## config.mk

```make
export PLATFORM = sky130hd
export DESIGN_NAME = mul16_seq_flat
export DESIGN_NICKNAME = d
export VERILOG_FILES = /design/src/rtl/mul16_seq_if.sv /design/src/rtl/mul16_seq.sv /design/src/flat_wrapper.sv
export SDC_FILE = /design/constraint.sdc
export NUM_CORES = 1
export LEC_CHECK = 0
export ABC_AREA = 0
export CORE_AREA = 2 2 135 71
export DETAILED_ROUTE_END_ITERATION = 8
export DIE_AREA = 0 0 137 73
export GPL_ROUTABILITY_DRIVEN = 0
export GPL_TIMING_DRIVEN = 1
export PLACE_DENSITY = 0.78
export SETUP_SLACK_MARGIN = 0.4
export SYNTH_ARGS = -nofsm -noshare
export SYNTH_HDL_FRONTEND = slang
export SYNTH_SLANG_ARGS = --single-unit
```

## constraint.sdc

```tcl
create_clock -name clk -period 3.1 [get_ports clk]
set_input_delay 0.465 -clock clk [delete_from_list [all_inputs] [get_ports clk]]
set_output_delay 0.465 -clock clk [all_outputs]
set_load 0.005 [all_outputs]
```

## src/rtl/mul16_seq_if.sv

```systemverilog
// rtl/mul16_seq_if.sv - start/busy/done handshake bundle for the sequential multiplier
//
// Purpose: groups the operand, request and result signals of mul16_seq.
// Signals:
//   start  request, sampled on the rising clock edge
//   a      multiplicand, captured when a start is accepted
//   b      multiplier, captured when a start is accepted
//   out    low WIDTH bits of the product, held between completions
//   busy   high while a multiplication is in progress
//   done   one-cycle pulse when out has just been updated
// Modports: master drives the request side, slave is the multiplier.
interface mul16_seq_if #(
  parameter int WIDTH = 16
);
  logic             start;
  logic [WIDTH-1:0] a;
  logic [WIDTH-1:0] b;
  logic [WIDTH-1:0] out;
  logic             busy;
  logic             done;

  modport master (
    output start, a, b,
    input  out, busy, done
  );

  modport slave (
    input  start, a, b,
    output out, busy, done
  );
endinterface

```

## src/rtl/mul16_seq.sv

```systemverilog
// rtl/mul16_seq.sv - fixed-latency shift-and-add multiplier co-unit for the Hack datapath
//
// Purpose: multiplies two WIDTH-bit operands in exactly WIDTH clock cycles and
// returns the product modulo 2^WIDTH (identical for signed and unsigned).
// Ports:
//   clk    rising-edge clock
//   reset  asynchronous, active-high reset; discards any operation in flight
//   bus    mul16_seq_if slave: start/a/b in, out/busy/done out
module mul16_seq #(
  parameter int WIDTH = 16
) (
  input  logic        clk,
  input  logic        reset,
  mul16_seq_if.slave  bus
);

  localparam int CW = $clog2(WIDTH) + 1;
  localparam logic [CW-1:0] LAST = CW'(WIDTH - 1);

  typedef enum logic [1:0] {
    IDLE = 2'd0,
    RUN  = 2'd1,
    DONE = 2'd2
  } state_t;

  state_t           state;
  logic [WIDTH-1:0] acc;
  logic [WIDTH-1:0] mcand;
  logic [WIDTH-1:0] mplier;
  logic [CW-1:0]    count;
  logic [WIDTH-1:0] out_r;
  logic             busy_r;
  logic             done_r;
  logic [WIDTH-1:0] acc_next;

  // Partial-product step; carry out of the top bit is intentionally dropped.
  always_comb begin
    acc_next = acc;
    if (mplier[0]) begin
      acc_next = acc + mcand;
    end
  end

  always_ff @(posedge clk or posedge reset) begin
    if (reset) begin
      state  <= IDLE;
      acc    <= '0;
      mcand  <= '0;
      mplier <= '0;
      count  <= '0;
      out_r  <= '0;
      busy_r <= 1'b0;
      done_r <= 1'b0;
    end else begin
      case (state)
        IDLE: begin
          done_r <= 1'b0;
          if (bus.start) begin
            state  <= RUN;
            busy_r <= 1'b1;
            mcand  <= bus.a;
            mplier <= bus.b;
            acc    <= '0;
            count  <= '0;
          end
        end

        RUN: begin
          // start is ignored here; operands live only in mcand/mplier.
          acc    <= acc_next;
          mcand  <= mcand << 1;
          mplier <= mplier >> 1;
          count  <= count + CW'(1);
          if (count == LAST) begin
            out_r  <= acc_next;
            state  <= DONE;
            busy_r <= 1'b0;
            done_r <= 1'b1;
          end
        end

        DONE: begin
          done_r <= 1'b0;
          // Back-to-back request goes straight to RUN with no IDLE gap.
          if (bus.start) begin
            state  <= RUN;
            busy_r <= 1'b1;
            mcand  <= bus.a;
            mplier <= bus.b;
            acc    <= '0;
            count  <= '0;
          end else begin
            state <= IDLE;
          end
        end

        default: begin
          state  <= IDLE;
          busy_r <= 1'b0;
          done_r <= 1'b0;
        end
      endcase
    end
  end

  assign bus.out  = out_r;
  assign bus.busy = busy_r;
  assign bus.done = done_r;

endmodule

```

## src/flat_wrapper.sv

```systemverilog
// flat-port wrapper written by rule: the top's interface ports become plain ports
module mul16_seq_flat 
#(
  parameter int WIDTH = 16
)
  (clk, reset, bus_start, bus_a, bus_b, bus_out, bus_busy, bus_done);
  mul16_seq_if #(.WIDTH(WIDTH)) bus_i ();
  input  logic clk;
  input  logic reset;
  input wire logic [$bits(bus_i.start)-1:0] bus_start;
  input wire logic [$bits(bus_i.a)-1:0] bus_a;
  input wire logic [$bits(bus_i.b)-1:0] bus_b;
  output wire logic [$bits(bus_i.out)-1:0] bus_out;
  output wire logic [$bits(bus_i.busy)-1:0] bus_busy;
  output wire logic [$bits(bus_i.done)-1:0] bus_done;
  assign bus_i.start = bus_start;
  assign bus_i.a = bus_a;
  assign bus_i.b = bus_b;
  assign bus_out = bus_i.out;
  assign bus_busy = bus_i.busy;
  assign bus_done = bus_i.done;
  mul16_seq #(.WIDTH(WIDTH)) u_core (.clk(clk), .reset(reset), .bus(bus_i));
endmodule
```

; Word-level counts from Yosys, hierarchy flattened
; Cells that the tools add are included.
[totals]
reg_bits = 73
input_bits = 35
output_inout_bits = 18
elab_cells = 41
[classes]
add_sub_neg = 2
eq_ne = 6
n_mux = 18
n_reduce_logical = 7
[op_table]
columns = operator, count
row1 = $pmux W16 S2, 3
row2 = $mux W16, 4
row3 = $add A16 B16 Y16, 1
row4 = $pmux W5 S2, 1
row5 = $reduce_and A2 Y1, 4
row6 = $pmux W2 S3, 1
row7 = $add A5 B1 Y5 const B, 1
row8 = $eq A5 B4 Y1 const B, 1
row9 = $mux W1, 5
row10 = $mux W5, 1
row11 = $mux W2, 2
row12 = $ne A2 B1 Y1 const B, 2
row13 = $eq A2 B1 Y1 const B, 1
row14 = $eq A2 B2 Y1 const B, 1
row15 = $logic_not A2 Y1, 1
row16 = $ne A2 B2 Y1 const B, 1
row17 = $pmux W1 S2, 1
row18 = $reduce_bool A2 Y1, 1
row19 = $reduce_or A2 Y1, 1

; Longest topological paths before layout
; Gate-level depths: netlist (run 1).
[logic_depth]
ltp_word = 4
mapped_depth = 9
ltp_nobuf = 8

; Worst setup path before layout (run 1)
; Ideal clock, no wire load.
[synth_timing]
kind = register to register
from = register u_core.mcand[0]
to = register u_core.out_r[12] (netlist: u_core.bus.out[12])
setup_time_ns = 0.124
t_arrival_ns = 2.195
t_required_ns = 2.976
setup_slack_ns = 0.781
stages_incl_launch_ff = 9
path_cell_list = dfrtp_1 -> ha_1 -> fa_1 -> a211oi_1 -> o21ai_1 -> and3_1 -> o21ai_1 -> mux2i_1 -> a211o_1
[synth_between]
elab_chain_len = 2
[synth_lines]
columns = element, line_no
row1 = "start, declared", mul16_seq.sv:28  ; logic [WIDTH-1:0] mcand;
row2 = "start signal, assigned", mul16_seq.sv:61  ; mcand <= bus.a;
row3 = "start signal, assigned", mul16_seq.sv:71  ; mcand <= mcand << 1;
row4 = "start signal, assigned", mul16_seq.sv:88  ; mcand <= bus.a;
row5 = $add A16 B16 Y16, mul16_seq.sv:40  ; acc_next = acc + mcand;
row6 = $mux W16, mul16_seq.sv:39  ; if (mplier[0]) begin
row7 = "end signal, assigned", mul16_seq.sv:75  ; out_r <= acc_next;
row8 = "end, declared", mul16_seq.sv:31  ; logic [WIDTH-1:0] out_r;
; Every way passes these cells.
; A chain may end at the register's enable or synchronous reset.

; Worst setup path after layout (run 1)
; Ends and elaborated chain as after synthesis.

==> results of run 1 <==
report_power, final:
| part | leakage (nW) | internal (mW) | switching, mW |
|---|---|---|---|
| sequential | 0.935 | 1.38 | 0.348 |
| combinational | 1.20 | 1.15 | 1.39 |
| clock | 0.139 | 0.581 | 0.381 |
worst paths after layout:
check	to	slack [ns]	depth (start not counted)
max	u_core.bus.out[12]	0.59	8
min in group clk	u_core.bus.out[3]	0.47	2
min reg2reg	u_core.bus.out[3]	0.47	2
max reg2reg	u_core.bus.out[12]	0.59	8
min	u_core.mplier[10]	0.47	2
max in group asynchronous	u_core.mcand[3]	1.95	3
synth_stat cells (5+ instances only):
library cell,number,area share (%)
sky130_fd_sc_hd__nand2_1,93,8.9
sky130_fd_sc_hd__dfrtp_1,73,47
sky130_fd_sc_hd__a22oi_1,31,5.9
sky130_fd_sc_hd__o21ai_0,31,4.0
sky130_fd_sc_hd__clkbuf_1,21,2.0
sky130_fd_sc_hd__nand3_1,20,2.6
sky130_fd_sc_hd__ha_1,17,5.4
sky130_fd_sc_hd__nor2_1,16,1.5
sky130_fd_sc_hd__a21oi_1,15,1.9
sky130_fd_sc_hd__mux2i_1,11,2.8
sky130_fd_sc_hd__xnor2_1,10,2.2
sky130_fd_sc_hd__a21o_1,8,1.5
sky130_fd_sc_hd__and3_1,7,1.1
sky130_fd_sc_hd__inv_1,7,0.67
sky130_fd_sc_hd__nor3b_1,7,1.3
sky130_fd_sc_hd__nand2b_1,5,0.80
through the flow:
step	power [mW]	util, %	area (µm²)	hold WS [ns]	setup slack (ns)
global placement	4.10	50.7	4570	0.460	0.555
CTS	5.22	53.8	4840	0.477	0.453
global route	5.66	53.9	4850	0.500	0.414
detailed placement	4.23	50.7	4570	0.463	0.489
finish	5.22	53.9	4850	0.470	0.590
floorplan	3.48	-	3920	0.446	0.781
cell type report:
cell class                      instances  share of cell area, %
Clock inverter                          3                  0.309
Timing Repair Buffer                   61                   12.4
Tap cell                              121                   3.12
Inverter                                7                  0.542
Sequential cell                        73                   37.6
Clock buffer                           13                   5.36
Multi-Input combinational cell        318                   40.6
routing by layer:
layer / vias to the layer above / share of wire [%]
met2: 116 / 42
li1: 1592 / -
met5: - / 0
met3: 10 / 7.7
met4: 0 / 0.68
met1: 1588 / 49
flip-flops by register name, summed over array words and instances (netlist names):
register and count:
u_core.mplier 16, u_core.mcand 16, u_core.bus.done 1, u_core.bus.busy 1, u_core.count 5, u_core.bus.out 16, u_core.state 2, u_core.acc 16
kinds of logic (layout without fill, tap and decap cells):
kind of cell             after synthesis  count (layout)
AND/OR/NAND/NOR                      164             164
AO/OA/AOI/OAI                        112             112
flip-flops                            73              73
buffers and inverters                 32              84
XOR/XNOR                              13              13
multiplexers                          11              11
adder cells (fa/ha/maj)               18              18
worst max-delay path: cells and delay by family (launching register included):
kind	cells	cell delay (ns)
AO/OA/AOI/OAI	4	0.95
adder cells (fa/ha/maj)	2	0.72
flip-flops	1	0.40
multiplexers	1	0.10
AND/OR/NAND/NOR	1	0.22
placed cells by master (no fill, tap or decap), types with 9 or more instances in the layout:
cell type                         synthesis  final
sky130_fd_sc_hd__dfrtp_1                 73     73
sky130_fd_sc_hd__xnor2_1                 10     10
sky130_fd_sc_hd__mux2i_1                 11     11
sky130_fd_sc_hd__ha_1                    17     17
sky130_fd_sc_hd__o21ai_0                 31     31
sky130_fd_sc_hd__a22oi_1                 31     31
sky130_fd_sc_hd__a21oi_1                 15     15
sky130_fd_sc_hd__clkbuf_16                0      9
sky130_fd_sc_hd__nand2_1                 93     93
sky130_fd_sc_hd__nand3_1                 20     20
sky130_fd_sc_hd__clkdlybuf4s50_1          0     52
sky130_fd_sc_hd__nor2_1                  16     15
what timing repair did:
item                       in CTS  in global routing
setup endpoints to repair       0                  5
resized for setup               0                  2
hold buffers                    0                  0
==> summary.txt, run 1 <==
Layout Cells excl Fill -> 596
Chip height -> 73 µm
Vias in the first global route -> 3264
Share of synthesized area spent on multiplexers -> 2.81%
Total negative slack -> 0 ns
Clock Root Buffer -> sky130_fd_sc_hd__clkbuf_16
Prevailing post-synth register cell -> sky130_fd_sc_hd__dfrtp_1
Area taken by multi-input logic gates -> 1970 µm²
Critical path required time -> 3.32 ns
Pin count of the biggest net entering global routing -> 34
Wire length of the first global-routing pass -> 16400 µm
Fillers -> 795
Total area of sequential cells -> 1830 µm²
Share of flip-flops with an asynchronous set or reset after synthesis -> 100%
Setup fix buffers added after clock tree synthesis -> 0
Critical path capture point type -> flop
CP max-delay cell -> sky130_fd_sc_hd__fa_1
Number of DRC markers in iteration 0 -> 280
Initial Utilization -> 43.5%
Highest Clock Rate -> 398 MHz
Met1 Use GR -> 30.7%
Max-slew violation count -> 0
Via count -> 3306
Final HPWL DP -> 6970 µm
Worst slew pin tran -> 0.766 ns
Share of layout cells above drive strength 1 -> 8.00%
Average wire per cell in the routed design -> 16.3 µm
H-tree depth -> 3
Adder-cell area share of the yosys netlist -> 5.94%
Remaining antenna violation count -> 0
Met2 demand-to-capacity share in global routing -> 31.0%
Maximum count of clock buffers along a single path -> 2
Fraction of met3 tracks used by global routing -> 7.15%
Routed Wire Length -> 9720 µm
Overall Global Routing Usage -> 21.3%
Complex-gate fraction of the synthesized area -> 19.0%
Port Buffers -> 52
Area of the die -> 10000 µm²
Share of the yosys chip area belonging to registers -> 46.6%
Source of the critical timing path -> u_core.mcand[0]
NumNets Final -> 523
Relative max-transition margin -> 48.9%
Type of element launching the critical path -> flop
Hold Path Class -> input port to async pin
CTS tree -> done
Placeable core region -> 9010 µm²
GR peak layer -> met2
Reported leakage power -> 2.28 nW
DRT Pass-1 Iters -> 6
Number of buffers created by CTS -> 9
Largest family of logic cells by synthesized area -> simple AND/OR/NAND/NOR gates
Post-Synth XOR/XNOR Area -> 2.91%
Number of antenna violations at the first check in global routing -> 0
PwrDens -> 1080 nW/µm²
Routed vias/inst -> 5.55
Worst ir drop on vdd -> 0.458 mV
Area share of and/or/nand/nor cells after synthesis -> 19.2%
Synth Net Count -> 476
Run status -> completed
Post-synthesis sequential element count -> 73
Clock Skew -> 0.00620 ns
Cell count after placement -> 580
Delay of the slowest cell on the worst path -> 0.46 ns
RSZ-0062 raised after global routing -> no
CTS Sinks -> 73
Data arrival time of the worst path -> 2.73 ns
Worst-path cell chain -> ha_1 -> fa_1 -> a211oi_2 -> o21ai_1 -> and3_1 -> o21ai_2 -> mux2i_1 -> a211o_1
Post-route fraction of the period consumed by the critical path -> 81.0%
Worst reg2reg startpoint -> u_core.mcand[0]
Max Cap Viol -> 0
Synth-to-layout area growth -> 23.9%
Post-synth cell types -> 46
Later-pin clock latency in the skew report -> 0.34 ns
Number of warnings reported in the yosys synthesis log -> 0
Type of the setup path with the least slack -> flop to flop
Number of enable flip-flop cells after synthesis -> 0
Clock transition at the registers of the reported paths -> 0.06 ns
Floorplan row count -> 25
Remaining Overflow, GRT -> 0
Number of primary I/O pins -> 53
Summed instance area of the synthesized netlist -> 3920 µm²
Final routed DRC violation total -> 0
Max Fanout on Critical Path -> 4
Diode insertion count for antenna repair -> 0
Min Tclk post-route -> 2.51 ns
Final Setup Violations -> 0
Die width -> 137 µm
Post-Synthesis Cells -> 423
Average size of a mapped cell -> 9.26 µm²
Count of final hold-check violations -> 0
No activity file was read; power rests on OpenSTA's default activity.
==> inputs of run 2 (changes only) <==
--- a/config.mk
+++ b/config.mk
@@ -11,7 +11,7 @@
 export DIE_AREA = 0 0 137 73
 export GPL_ROUTABILITY_DRIVEN = 0
 export GPL_TIMING_DRIVEN = 1
-export PLACE_DENSITY = 0.78
+export PLACE_DENSITY = 0.81
 export SETUP_SLACK_MARGIN = 0.4
 export SYNTH_ARGS = -nofsm -noshare
 export SYNTH_HDL_FRONTEND = slang
==> constraint.sdc (replaced) <==
create_clock -name clk -period 2.3 [get_ports clk]
set_input_delay 0.345 -clock clk [delete_from_list [all_inputs] [get_ports clk]]
set_output_delay 0.345 -clock clk [all_outputs]
set_load 0.005 [all_outputs]
==> summary.txt, run 2 (synthesized netlist as in run 1, its figures left out) <==
Run status -> completed
Final routed DRC violation total -> 0
Worst reg2reg startpoint -> u_core.mcand[0]
Power spent charging and discharging nets -> 3.53 mW
Area of the die -> 10000 µm²
Share of layout cells above drive strength 1 -> 23.4%
Die width -> 137 µm
Number of antenna violations at the first check in global routing -> 0
Overall Global Routing Usage -> 23.3%
Total area of sequential cells -> 1830 µm²
Source of the critical timing path -> u_core.mcand[0]
Most frequent standard cell in the layout excluding fill and tap cells -> sky130_fd_sc_hd__nand2_1
Total chip power -> 8.50 mW
Remaining Overflow, GRT -> 0
Diode insertion count for antenna repair -> 0
Max-slew violation count -> 0
CP max-delay cell -> sky130_fd_sc_hd__dfrtp_1
Clock Root Buffer -> sky130_fd_sc_hd__clkbuf_16
Highest Clock Rate -> 448 MHz
CTS tree -> done
NumNets Final -> 549
PwrDens -> 1530 nW/µm²
Portion of total power attributed to combinational logic -> 55.6%
Data arrival time of the worst path -> 2.51 ns
RSZ-0062 raised after global routing -> yes
Endpoint of the worst-slack reg-to-reg timing path -> u_core.bus.out[8]
Wire length of the first global-routing pass -> 17700 µm
Remaining antenna violation count -> 0
Final HPWL DP -> 7210 µm
Number of buffers created by CTS -> 9
Commonest cells after routing, fill and taps aside -> sky130_fd_sc_hd__nand2_1, sky130_fd_sc_hd__dfrtp_1, sky130_fd_sc_hd__clkdlybuf4s50_1
Floorplan row count -> 25
Placeable core region -> 9010 µm²
Chip height -> 73 µm
Post-Route Hold Slack -> 0.392 ns
Critical path required time -> 2.58 ns
Clock transition at the registers of the reported paths -> 0.06 ns
Via count -> 3594
H-tree depth -> 3
Initial Utilization -> 43.5%
Clock Skew -> 0.00623 ns
Type of element launching the critical path -> flop
Area taken by multi-input logic gates -> 2360 µm²
Number of DRC markers in iteration 0 -> 284
Post-place setup slack -> 0.0119 ns
Vias in the first global route -> 3401
Logic depth of the worst register-to-register path -> 8
Reported leakage power -> 2.48 nW
Routed vias/inst -> 5.78
Final Setup Violations -> 0
Hold Path Class -> input port to async pin
Total buffers and inverters traversed by the critical path -> 0
Setup slack after layout -> 0.0659 ns
Worst setup slack for register-to-register paths -> 0.07 ns
Worst slew pin tran -> 0.571 ns
Max Cap Viol -> 0
Synth-to-layout area growth -> 41.5%
Post-route fraction of the period consumed by the critical path -> 97.1%
Later-pin clock latency in the skew report -> 0.34 ns
CTS Sinks -> 73
Critical path capture point type -> flop
Worst-path cell chain -> ha_4 -> fa_2 -> a211oi_4 -> o21ai_2 -> a21o_1 -> a21o_1 -> or3_1 -> nand3_1
Average wire per cell in the routed design -> 18.4 µm
Int Pwr -> 4.96 mW
Flop pwr share -> 27.9%
Port Buffers -> 52
Number of primary I/O pins -> 53
Type of the setup path with the least slack -> flop to flop
Switching part of the total -> 41.6%
Fillers -> 696
DRT Pass-1 Iters -> 7
Critical path depth -> 8
Crit path to -> u_core.bus.out[8]
Cell class contributing the biggest share of worst-path delay -> compound AO/OA/AOI/OAI gates
Maximum count of clock buffers along a single path -> 2
Max Fanout on Critical Path -> 4
Count of final hold-check violations -> 0
Relative max-transition margin -> 61.9%
Min Tclk post-route -> 2.23 ns
Delay of the slowest cell on the worst path -> 0.42 ns
Total negative slack -> 0 ns
Pin count of the biggest net entering global routing -> 36
Final design utilization -> 61.5%
CP dominant cell by count -> sky130_fd_sc_hd__a21o_1
Clock network fraction of total power -> 16.5%
Worst ir drop on vdd -> 0.708 mV
Routed Wire Length -> 11400 µm
==> run 2: cell types whose count changed in the layout (fill, tap and decap cells not counted), moves of 4 or more <==
cell / previous run / this run
sky130_fd_sc_hd__xnor2_2: 0 / 4
sky130_fd_sc_hd__xnor2_1: 10 / 6
sky130_fd_sc_hd__ha_1: 17 / 2
sky130_fd_sc_hd__buf_4: 8 / 26
sky130_fd_sc_hd__buf_6: 0 / 4
sky130_fd_sc_hd__ha_4: 0 / 11
sky130_fd_sc_hd__o21ai_1: 2 / 14
sky130_fd_sc_hd__ha_2: 0 / 4
sky130_fd_sc_hd__a21oi_1: 15 / 11
sky130_fd_sc_hd__o21ai_0: 31 / 16
==> run 2: timing repair <==
item,4_1_cts,5_1_grt
setup endpoints to repair,22,25
cloned,0,1
pin swaps,29,27
setup buffers,10,8
resized for setup,29,47
hold buffers,0,0
==> run 2: final cells by class <==
class,count,share of cell area [%]
multi-input cells,318,42.7
well taps,121,2.73
repair buffers,87,15.6
clock buffers,10,4.13
clock inverters,6,1.24
inverters,7,0.609
flip-flops and latches,73,33.0
==> run 2: per-layer routing <==
| metal | part of all wire [%] | vias to the layer above | global-route usage (%) |
|---|---|---|---|
| met3 | 9.1 | 25 | 6.53 |
| li1 | - | 1647 | - |
| met4 | 2.2 | 0 | 6.30 |
| met2 | 43 | 180 | 34.3 |
| met1 | 45 | 1742 | 33.8 |
| met5 | 0 | - | 0 |
==> run 2: power by group through the flow <==
stage	Combinational, mW	Sequential, mW	Clock, mW
detailed placement	3.67	2.31	0
global placement	3.54	2.28	0
floorplan	2.61	2.18	0
CTS	4.09	2.33	1.41
finish	4.72	2.37	1.40
global route	5.11	2.45	1.49
==> run 2: stage by stage <==
step	std cells	cell area (µm²)
floorplan	423	3970
global placement	587	4700
detailed placement	587	4700
CTS	613	5250
global route	622	5540
finish	622	5540
==> run 2: how the worst min path moves through the flow <==
stage	endpoint	slack, ns	from
finish	u_core.mplier[15]	0.39	reset
global route	u_core.mplier[11]	0.44	reset
CTS	u_core.mplier[14]	0.40	reset
detailed placement	u_core.mplier[2]	0.47	u_core.mplier[2]
global placement	u_core.bus.out[3]	0.46	u_core.bus.out[3]
floorplan	u_core.mplier[10]	0.45	u_core.mplier[10]
==> inputs of run 3 (changes only) <==
--- a/config.mk
+++ b/config.mk
@@ -7,9 +7,10 @@
 export LEC_CHECK = 0
 export ABC_AREA = 0
 export CORE_AREA = 2 2 135 71
+export CTS_CLUSTER_DIAMETER = 100
 export DETAILED_ROUTE_END_ITERATION = 8
 export DIE_AREA = 0 0 137 73
-export GPL_ROUTABILITY_DRIVEN = 0
+export GPL_ROUTABILITY_DRIVEN = 1
 export GPL_TIMING_DRIVEN = 1
 export PLACE_DENSITY = 0.81
 export SETUP_SLACK_MARGIN = 0.4
==> summary.txt, run 3 (synthesized netlist as in run 1, its figures left out) <==
Run status -> completed
H-tree depth -> 3
Critical path required time -> 2.52 ns
NumNets Final -> 562
Type of element launching the critical path -> flop
Area taken by multi-input logic gates -> 2340 µm²
Total area of sequential cells -> 1830 µm²
DRT Pass-1 Iters -> 5
Clock transition at the registers of the reported paths -> 0.06 ns
Routed vias/inst -> 5.69
Floorplan row count -> 25
Most frequent standard cell in the layout excluding fill and tap cells -> sky130_fd_sc_hd__nand2_1
Share of layout cells above drive strength 1 -> 24.7%
Number of primary I/O pins -> 53
Delay of the slowest cell on the worst path -> 0.41 ns
Vias in the first global route -> 3492
CP max-delay cell -> sky130_fd_sc_hd__dfrtp_1
Hold Path Class -> input port to async pin
Number of hold buffers added after cts -> 0
Average wire per cell in the routed design -> 18.4 µm
Worst ir drop on vdd -> 0.702 mV
Diode insertion count for antenna repair -> 0
Total negative slack -> 0 ns
Placeable core region -> 9010 µm²
Remaining Overflow, GRT -> 0
Max Fanout on Critical Path -> 3
Worst slew pin tran -> 0.535 ns
Final Setup Violations -> 0
Max-slew violation count -> 0
Data arrival time of the worst path -> 2.41 ns
Area of the die -> 10000 µm²
Via count -> 3612
Fillers -> 738
Total chip power -> 8.60 mW
Overall Global Routing Usage -> 24.1%
Count of final hold-check violations -> 0
CTS tree -> done
Final HPWL DP -> 7600 µm
Relative max-transition margin -> 64.4%
Commonest cells after routing, fill and taps aside -> sky130_fd_sc_hd__nand2_1, sky130_fd_sc_hd__dfrtp_1, sky130_fd_sc_hd__clkdlybuf4s50_1
Wire length of the first global-routing pass -> 18200 µm
Worst-path cell chain -> ha_4 -> a211oi_4 -> nor4b_4 -> o2111a_1 -> or3_4 -> a21o_1 -> mux2i_1
Remaining antenna violation count -> 0
Critical path capture point type -> flop
Routability congestion estimate -> 0.900
Highest Clock Rate -> 457 MHz
Maximum count of clock buffers along a single path -> 2
Routed Wire Length -> 11700 µm
Initial Utilization -> 43.5%
Clock Skew -> 0.00780 ns
Type of the setup path with the least slack -> flop to flop
CTS Sinks -> 73
Post-route fraction of the period consumed by the critical path -> 95.2%
Port Buffers -> 52
Max Cap Viol -> 0
Number of DRC markers in iteration 0 -> 273
Min Tclk post-route -> 2.19 ns
Reported leakage power -> 2.52 nW
Final routed DRC violation total -> 0
Pin count of the biggest net entering global routing -> 74
Total buffers and inverters traversed by the critical path -> 0
Number of buffers created by CTS -> 9
RSZ-0062 raised after global routing -> yes
Die width -> 137 µm
Synth-to-layout area growth -> 42.5%
Clock Root Buffer -> sky130_fd_sc_hd__clkbuf_16
Chip height -> 73 µm
PwrDens -> 1540 nW/µm²
Later-pin clock latency in the skew report -> 0.34 ns
Cell class contributing the biggest share of worst-path delay -> compound AO/OA/AOI/OAI gates
Number of antenna violations at the first check in global routing -> 0
[run 3: cell types whose count changed in the layout (fill, tap and decap cells not counted), moves of 2 or more]
cell / before / now
sky130_fd_sc_hd__a21oi_2: 3 / 5
sky130_fd_sc_hd__dfrtp_1: 70 / 67
sky130_fd_sc_hd__o21ai_1: 14 / 16
sky130_fd_sc_hd__buf_4: 26 / 41
sky130_fd_sc_hd__clkinv_4: 3 / 0
sky130_fd_sc_hd__clkinvlp_4: 3 / 5
sky130_fd_sc_hd__dfrtp_2: 3 / 6
sky130_fd_sc_hd__buf_12: 4 / 2
sky130_fd_sc_hd__ha_2: 4 / 2
sky130_fd_sc_hd__ha_1: 2 / 4
[run 3: path summary, 6_finish.rpt]
path | start | endpoint | slack (ns) | cells past startpoint
min reg2reg | u_core.bus.out[3] | u_core.bus.out[3] | 0.47 | 2
max in group asynchronous | reset | u_core.acc[5] | 1.51 | 3
max | u_core.acc[1] | u_core.acc[15] | 0.11 | 7
max reg2reg | u_core.acc[1] | u_core.acc[15] | 0.11 | 7
min in group clk | u_core.bus.out[3] | u_core.bus.out[3] | 0.47 | 2
min | reset | u_core.bus.busy | 0.46 | 3
[run 3: final cells by class]
class,count,area share [%]
clock inverter,5,0.986
timing repair buffer,99,16.4
multi-input combinational,318,42.0
sequential,73,32.9
tap,121,2.71
clock buffer,11,4.35
timing repair inverter,1,0.134
inverter,7,0.605
[run 3: timing repair]
item | 4_1_cts | 5_1_grt
setup endpoints to repair | 21 | 26
buffers inserted | 14 | 9
gates resized for setup | 34 | 43
pin swaps | 24 | 23
cloned | 0 | 1
[run 3: power by group]
group / leakage (nW) / switching (mW) / total (mW) / internal (mW)
clock: 0.142 / 0.541 / 1.41 / 0.865
combinational: 1.45 / 2.48 / 4.80 / 2.32
sequential: 0.927 / 0.532 / 2.39 / 1.86
[run 3: per-layer routing]
| metal | share of wire (%) | up-vias | track usage (%) |
|---|---|---|---|
| met5 | 0 | - | 0 |
| met4 | 1.2 | 0 | 5.04 |
| met3 | 9.0 | 20 | 8.82 |
| met2 | 42 | 168 | 34.5 |
| met1 | 48 | 1753 | 35.0 |
| li1 | - | 1671 | - |
[run 3: worst reg2reg max path, stage by stage, from the launching register on]
cell	delay [ns]
sky130_fd_sc_hd__dfrtp_1	0.41
sky130_fd_sc_hd__ha_4	0.27
sky130_fd_sc_hd__a211oi_4	0.36
sky130_fd_sc_hd__nor4b_4	0.09
sky130_fd_sc_hd__o2111a_1	0.27
sky130_fd_sc_hd__or3_4	0.39
sky130_fd_sc_hd__a21o_1	0.17
sky130_fd_sc_hd__mux2i_1	0.11
[run 3: stage by stage]
stage / utilization [%] / hold WS, ns / cells / area (µm²) / setup slack [ns]
after CTS: 59.3 / 0.476 / 625 / 5340 / 0.112
after global routing: 62.0 / 0.499 / 635 / 5580 / 0.0421
after global placement: 52.6 / 0.450 / 595 / 4740 / 0.103
final: 62.0 / 0.460 / 635 / 5580 / 0.112
after floorplan: - / 0.446 / 423 / 3970 / 0.225
after detailed placement: 52.6 / 0.463 / 595 / 4740 / 0.0601
==> variant 1, RTL diff (config.mk and constraints of run 1) <==
`WIDTH` is set to 16 in 3 places; all go to 8.
--- a/src/rtl/mul16_seq_if.sv
+++ b/src/rtl/mul16_seq_if.sv
@@ -11,5 +11,5 @@
 // Modports: master drives the request side, slave is the multiplier.
 interface mul16_seq_if #(
-  parameter int WIDTH = 16
+  parameter int WIDTH = 8
 );
   logic             start;
--- a/src/rtl/mul16_seq.sv
+++ b/src/rtl/mul16_seq.sv
@@ -8,5 +8,5 @@
 //   bus    mul16_seq_if slave: start/a/b in, out/busy/done out
 module mul16_seq #(
-  parameter int WIDTH = 16
+  parameter int WIDTH = 8
 ) (
   input  logic        clk,
--- a/src/flat_wrapper.sv
+++ b/src/flat_wrapper.sv
@@ -2,5 +2,5 @@
 module mul16_seq_flat 
 #(
-  parameter int WIDTH = 16
+  parameter int WIDTH = 8
 )
   (clk, reset, bus_start, bus_a, bus_b, bus_out, bus_busy, bus_done);
Ports: changed (resized bus_a, bus_b and bus_out); port bits go from 53 to 29. The function was not compared with the original's and may differ.
==> variant 1 against run 1 <==
- worst setup slack better by 0.40 ns
- power down 43%
- final area decreased by 46%
- core utilization shrank 25 points
- non-clock buffer count shrank 30
- synthesized area decreased by 47%
- count of clock-buffer cells in the layout down 8
- wire length decreased by 53%
- sequential cell count decreased by 33
- critical path type unchanged
- highest routed layer unchanged
==> variant 1: results (changes against run 1) <==
| Metric | Value |
|---|---|
| Initial DRC count | 88 (was 280) |
| #MultiIn Comb | 148 (was 318) |
| Number of global-route vias before repair | 1556 (was 3264) |
| CP peak stage delay | 0.43 ns (was 0.46 ns) |
| DR vias/cell | 4.34 (was 5.55) |
| Clk cell area share | 0.0635 (was 0.0567) |
| Seq/Total Area, Yosys | 0.485 (was 0.466) |
| Max VDD drop | 0.317 mV (was 0.458 mV) |
| Worst-case clock skew | 0.00541 ns (was 0.00620 ns) |
| Drt total wl | 4570 µm (was 9720 µm) |
| Multi-input logic area | 995 µm² (was 0.00197 mm²) |
| Nonclk buf count | 31 (was 61) |
| Total global-route track usage | 0.105 (was 0.213) |
| Clock Latency Late Sink | 0.29 ns (was 0.34 ns) |
| Hold Path Class | reg -> reg (was in -> async) |
| Synth cell count leaders | 40 x dfrtp_1, 25 x nor2_1, 21 x mux2i_1 (was 93 x nand2_1, 73 x dfrtp_1, 31 x a22oi_1, 31 x o21ai_0, 21 x clkbuf_1) |
| CTS Root Cell | clkbuf_16 (unchanged) |
| Leak pwr | 1.18 nW (was 2.28 nW) |
| Post-synthesis cell type count | 38 (was 46) |
| Synth top area share | 0.485 (was 0.466) |
| Dpl hpwl | 3460 µm (was 6970 µm) |
| Status | finished, final reports clean (unchanged) |
| Largest net degree at the start of global routing | 41 (was 34) |
| Num sequential | 40 (was 73) |
| Non-clk buf share | 0.115 (was 0.124) |
| Global-route wire length before repair | 7930 µm (was 16400 µm) |
| Grt met3 use | 0.0403 (was 0.0715) |
| Metal3 WL | 255 µm (was 753 µm) |
| Pre-Repair DR Iteration Count | 4 (was 6) |
| Final net count | 260 (was 523) |
| # fillers | 945 (was 795) |
| Synth Net Count | 232 (was 476) |
| CP endpoint | u_core.bus.out[7] (was u_core.bus.out[12]) |
| Slowest CP cell | dfrtp_1 (was fa_1) |
| R2R depth | 7 (was 8) |
| Area contributors post-synth | dfrtp_1 48%, mux2i_1 10%, a21oi_1 4.8%, ha_1 4.8%, nor2_1 4.5% (was dfrtp_1 47%, nand2_1 8.9%, a22oi_1 5.9%, ha_1 5.4%, o21ai_0 4.0%) |
| Sequential cell area share | 0.379 (was 0.376) |
| Met2 routed WL | 1820 µm (was 4110 µm) |
| Avg Inst Size Synth | 10.1 µm² (was 9.26 µm²) |
| Hold slack | 0.475 ns (was 0.470 ns) |
| GRT met1 Usage | 0.151 (was 0.307) |
| # clk buffers | 5 (was 13) |
| CP arrival | 2.28 ns (was 2.73 ns) |
| Met1 WL | 2450 µm (was 4780 µm) |
| Layout cells sized above 1 | 0.0730 (was 0.0800) |
| Number of non-clock inverters | 6 (was 7) |
## variant 1: cell families after synthesis
kind of cell,after synthesis,share of synthesized area
buffers and inverters,16,0.0339
adders and majority gates,9,0.0581
muxes,22,0.107
AOI/OAI and AO/OA,50,0.151
DFF,40,0.485
xor gates and xnor gates,8,0.0339
and+or+nand+nor,59,0.131
## variant 1: through the flow
| step | power [mW] | setup WS, ns | instance area, µm² | utilization |
|---|---|---|---|---|
| 2_1_floorplan | 2.02 | 1.30 | 2070 | - |
| 3_3_place_gp | 2.36 | 0.896 | 2470 | 0.274 |
| 3_5_place_dp | 2.42 | 0.849 | 2470 | 0.274 |
| 4_1_cts | 3.03 | 1.01 | 2640 | 0.293 |
| 5_1_grt | 3.29 | 0.864 | 2640 | 0.293 |
| 6_report | 3.00 | 0.995 | 2640 | 0.293 |
## variant 1: power breakdown
group          total [mW]  internal [mW]  switching (mW)
combinational        1.41          0.681           0.725
clock               0.596          0.378           0.218
sequential          0.994          0.773           0.221
total                3.00           1.83            1.16
==> variant 2, RTL diff (settings of run 1) <==
Made on the original files. Re-encode `state_t` (3 states) as one-hot, 3 bits wide.
--- a/src/rtl/mul16_seq.sv
+++ b/src/rtl/mul16_seq.sv
@@ -18,8 +18,8 @@
   localparam logic [CW-1:0] LAST = CW'(WIDTH - 1);
 
-  typedef enum logic [1:0] {
-    IDLE = 2'd0,
-    RUN  = 2'd1,
-    DONE = 2'd2
+  typedef enum logic [2:0] {
+    IDLE = 3'b001,
+    RUN  = 3'b010,
+    DONE = 3'b100
   } state_t;
 
Formal check against the unedited RTL: no difference found for any inputs over 10 cycles, from zero or initial values and one cycle with reset high; not proved beyond that.
==> variant 2 against run 1 <==
- wire length fell by 2.9%
- sequential power down 12%
- combinational power fell by 28%
- highest routed layer unchanged
- power fell by 18%
- global-route usage decreased by 0.61 points
- synthesized area up 0.54%
- sequential cell count is 1 higher
- final area is 0.54% higher
- count of clock-buffer cells in the layout down 2
- final cell count down 1.7%
- hold slack improved by 0.0096 ns
- largest power group unchanged
- worst setup slack gained 0.028 ns
- non-clock buffer count is 3 lower
==> variant 2: results (changes against run 1) <==
| Metric | Value |
|---|---|
| Status | finished, final reports clean (unchanged) |
| Synth Area in XOR/XNOR | 0.0356 (was 0.0291) |
| CP peak stage delay | 0.41 ns (was 0.46 ns) |
| Pre-Repair DR Iteration Count | 4 (was 6) |
| DP Cell Count | 570 (was 580) |
| Fraction of synthesized area in multiplexers | 0.0943 (was 0.0281) |
| Reg2Reg Setup Slack | 0.62 ns (was 0.59 ns) |
| Max VDD drop | 0.432 mV (was 0.458 mV) |
| Layout cells sized above 1 | 0.0774 (was 0.0800) |
| WHS Path Cells | 2 |
| Dpl hpwl | 6980 µm (was 6970 µm) |
| Internal | 2.54 mW (was 3.11 mW) |
| Adder-Cell Fraction of Synth Area | 0.0591 (was 0.0594) |
| Post-synth EDFFs | 0 (unchanged) |
| Final net count | 513 (was 523) |
| Post-synthesis cell type count | 45 (was 46) |
| Mapped Cells | 412 (was 423) |
| DR vias/cell | 5.30 (was 5.55) |
| Synth cell count leaders | 73 x dfrtp_1, 72 x nand2_1, 52 x o21ai_0 (was 93 x nand2_1, 73 x dfrtp_1, 31 x a22oi_1, 31 x o21ai_0, 21 x clkbuf_1) |
| Leak pwr | 2.28 nW (about the same) |
| Reg clk slew, reported paths | 0.06 ns (about the same) |
| CP arrival | 2.75 ns (was 2.73 ns) |
| Post-route insts no fill | 586 (was 596) |
| H-tree depth | 3 (unchanged) |
| Compound-cell area share of the yosys netlist | 0.172 (was 0.190) |
| Reg-to-Reg End | u_core.bus.out[14] (was u_core.bus.out[12]) |
| # fillers | 796 (was 795) |
| Initial antenna violation count | 0 (unchanged) |
| Seq/Total Area, Yosys | 0.470 (was 0.466) |
| Largest net degree at the start of global routing | 51 (was 34) |
| Worst-case clock skew | 0.00630 ns (was 0.00620 ns) |
| Critical Path Fanout Max | 3 (was 4) |
| Worst R2R Start | u_core.mcand[0] (unchanged) |
| Initial DRC count | 250 (was 280) |
| CTS Root Cell | clkbuf_16 (unchanged) |
| Global-route wire length before repair | 15500 µm (was 16400 µm) |
| Total global-route track usage | 0.206 (was 0.213) |
| Worst Hold Launch | u_core.bus.out[8] |
| Least-Margin Pin Slew | 0.684 ns (was 0.766 ns) |
| Worst Hold End | u_core.bus.out[8] |
| Drt total wl | 9440 µm (was 9720 µm) |
| Area contributors post-synth | dfrtp_1 46%, mux2i_1 9.1%, nand2_1 6.9%, o21ai_0 6.6%, ha_1 5.4% (was dfrtp_1 47%, nand2_1 8.9%, a22oi_1 5.9%, ha_1 5.4%, o21ai_0 4.0%) |
| Hold Path Class | reg -> reg (was in -> async) |
| Synth Net Count | 465 (was 476) |
| TritonCTS buffer count | 9 (unchanged) |
variant 2: metal layers:
metal | GRT usage | part of all wire | wire length, µm
met5 | 0 | 0 | 0
met1 | 0.307 | 0.54 | 5070
met3 | 0.0708 | 0.049 | 461
met4 | 0.0401 | 0.011 | 102
met2 | 0.291 | 0.40 | 3800
variant 2: power by group through the flow:
stage	clock (mW)	sequential, mW	combinational [mW]
2_1_floorplan	0	1.43	1.37
3_3_place_gp	0	1.50	1.72
3_5_place_dp	0	1.52	1.81
4_1_cts	0.955	1.51	1.81
5_1_grt	1.00	1.55	2.03
6_report	0.935	1.52	1.83
variant 2: final cells by class:
cell class | count | share of cell area
Clock buffer | 11 | 0.0477
Clock inverter | 5 | 0.00641
Inverter | 9 | 0.00692
Multi-Input combinational cell | 308 | 0.407
Sequential cell | 74 | 0.380
Tap cell | 121 | 0.0310
Timing Repair Buffer | 58 | 0.121
variant 2: worst max path at each step:
| stage | cells after the start | slack, ns | endpoint |
|---|---|---|---|
| after global routing | 8 | 0.46 | u_core.bus.out[12] |
| after global placement | 8 | 0.75 | u_core.bus.out[14] |
| after floorplan | 1 | 0.76 | u_core.acc[0] |
| after detailed placement | 8 | 0.61 | u_core.bus.out[12] |
| after CTS | 8 | 0.58 | u_core.bus.out[12] |
| final | 8 | 0.62 | u_core.bus.out[14] |
variant 2: critical path: cells and delay by family (launching register included):
family	cells	cell delay (ns)
AND/OR/NAND/NOR	1	0.10
adder cells (fa/ha/maj)	2	0.66
AO/OA/AOI/OAI	4	0.88
flip-flops	1	0.40
multiplexers	1	0.37
variant 2: stage by stage:
step | utilization | instance area, µm² | power [mW] | hold slack (ns) | setup WS [ns]
CTS | 0.541 | 4870 | 4.27 | 0.483 | 0.578
detailed placement | 0.511 | 4610 | 3.33 | 0.470 | 0.612
finish | 0.542 | 4880 | 4.28 | 0.480 | 0.618
global placement | 0.511 | 4610 | 3.23 | 0.461 | 0.750
global route | 0.542 | 4880 | 4.58 | 0.513 | 0.464
floorplan | - | 3940 | 2.81 | 0.449 | 0.755
variant 2: what timing repair did:
| action | in CTS | in global routing |
|---|---|---|
| gates resized for setup | 0 | 1 |
| endpoints found under the hold margin | 0 | 0 |
| setup buffers | 0 | 0 |
| setup endpoints to repair | 0 | 1 |
variant 2: kinds of logic (layout without fill, tap and decap cells):
logic type | after synthesis | in the layout
compound gates | 112 | 112
xor+xnor | 16 | 16
fa+ha+maj | 18 | 18
buf+inv | 30 | 83
flops | 74 | 74
mux | 37 | 37
simple gates | 125 | 125
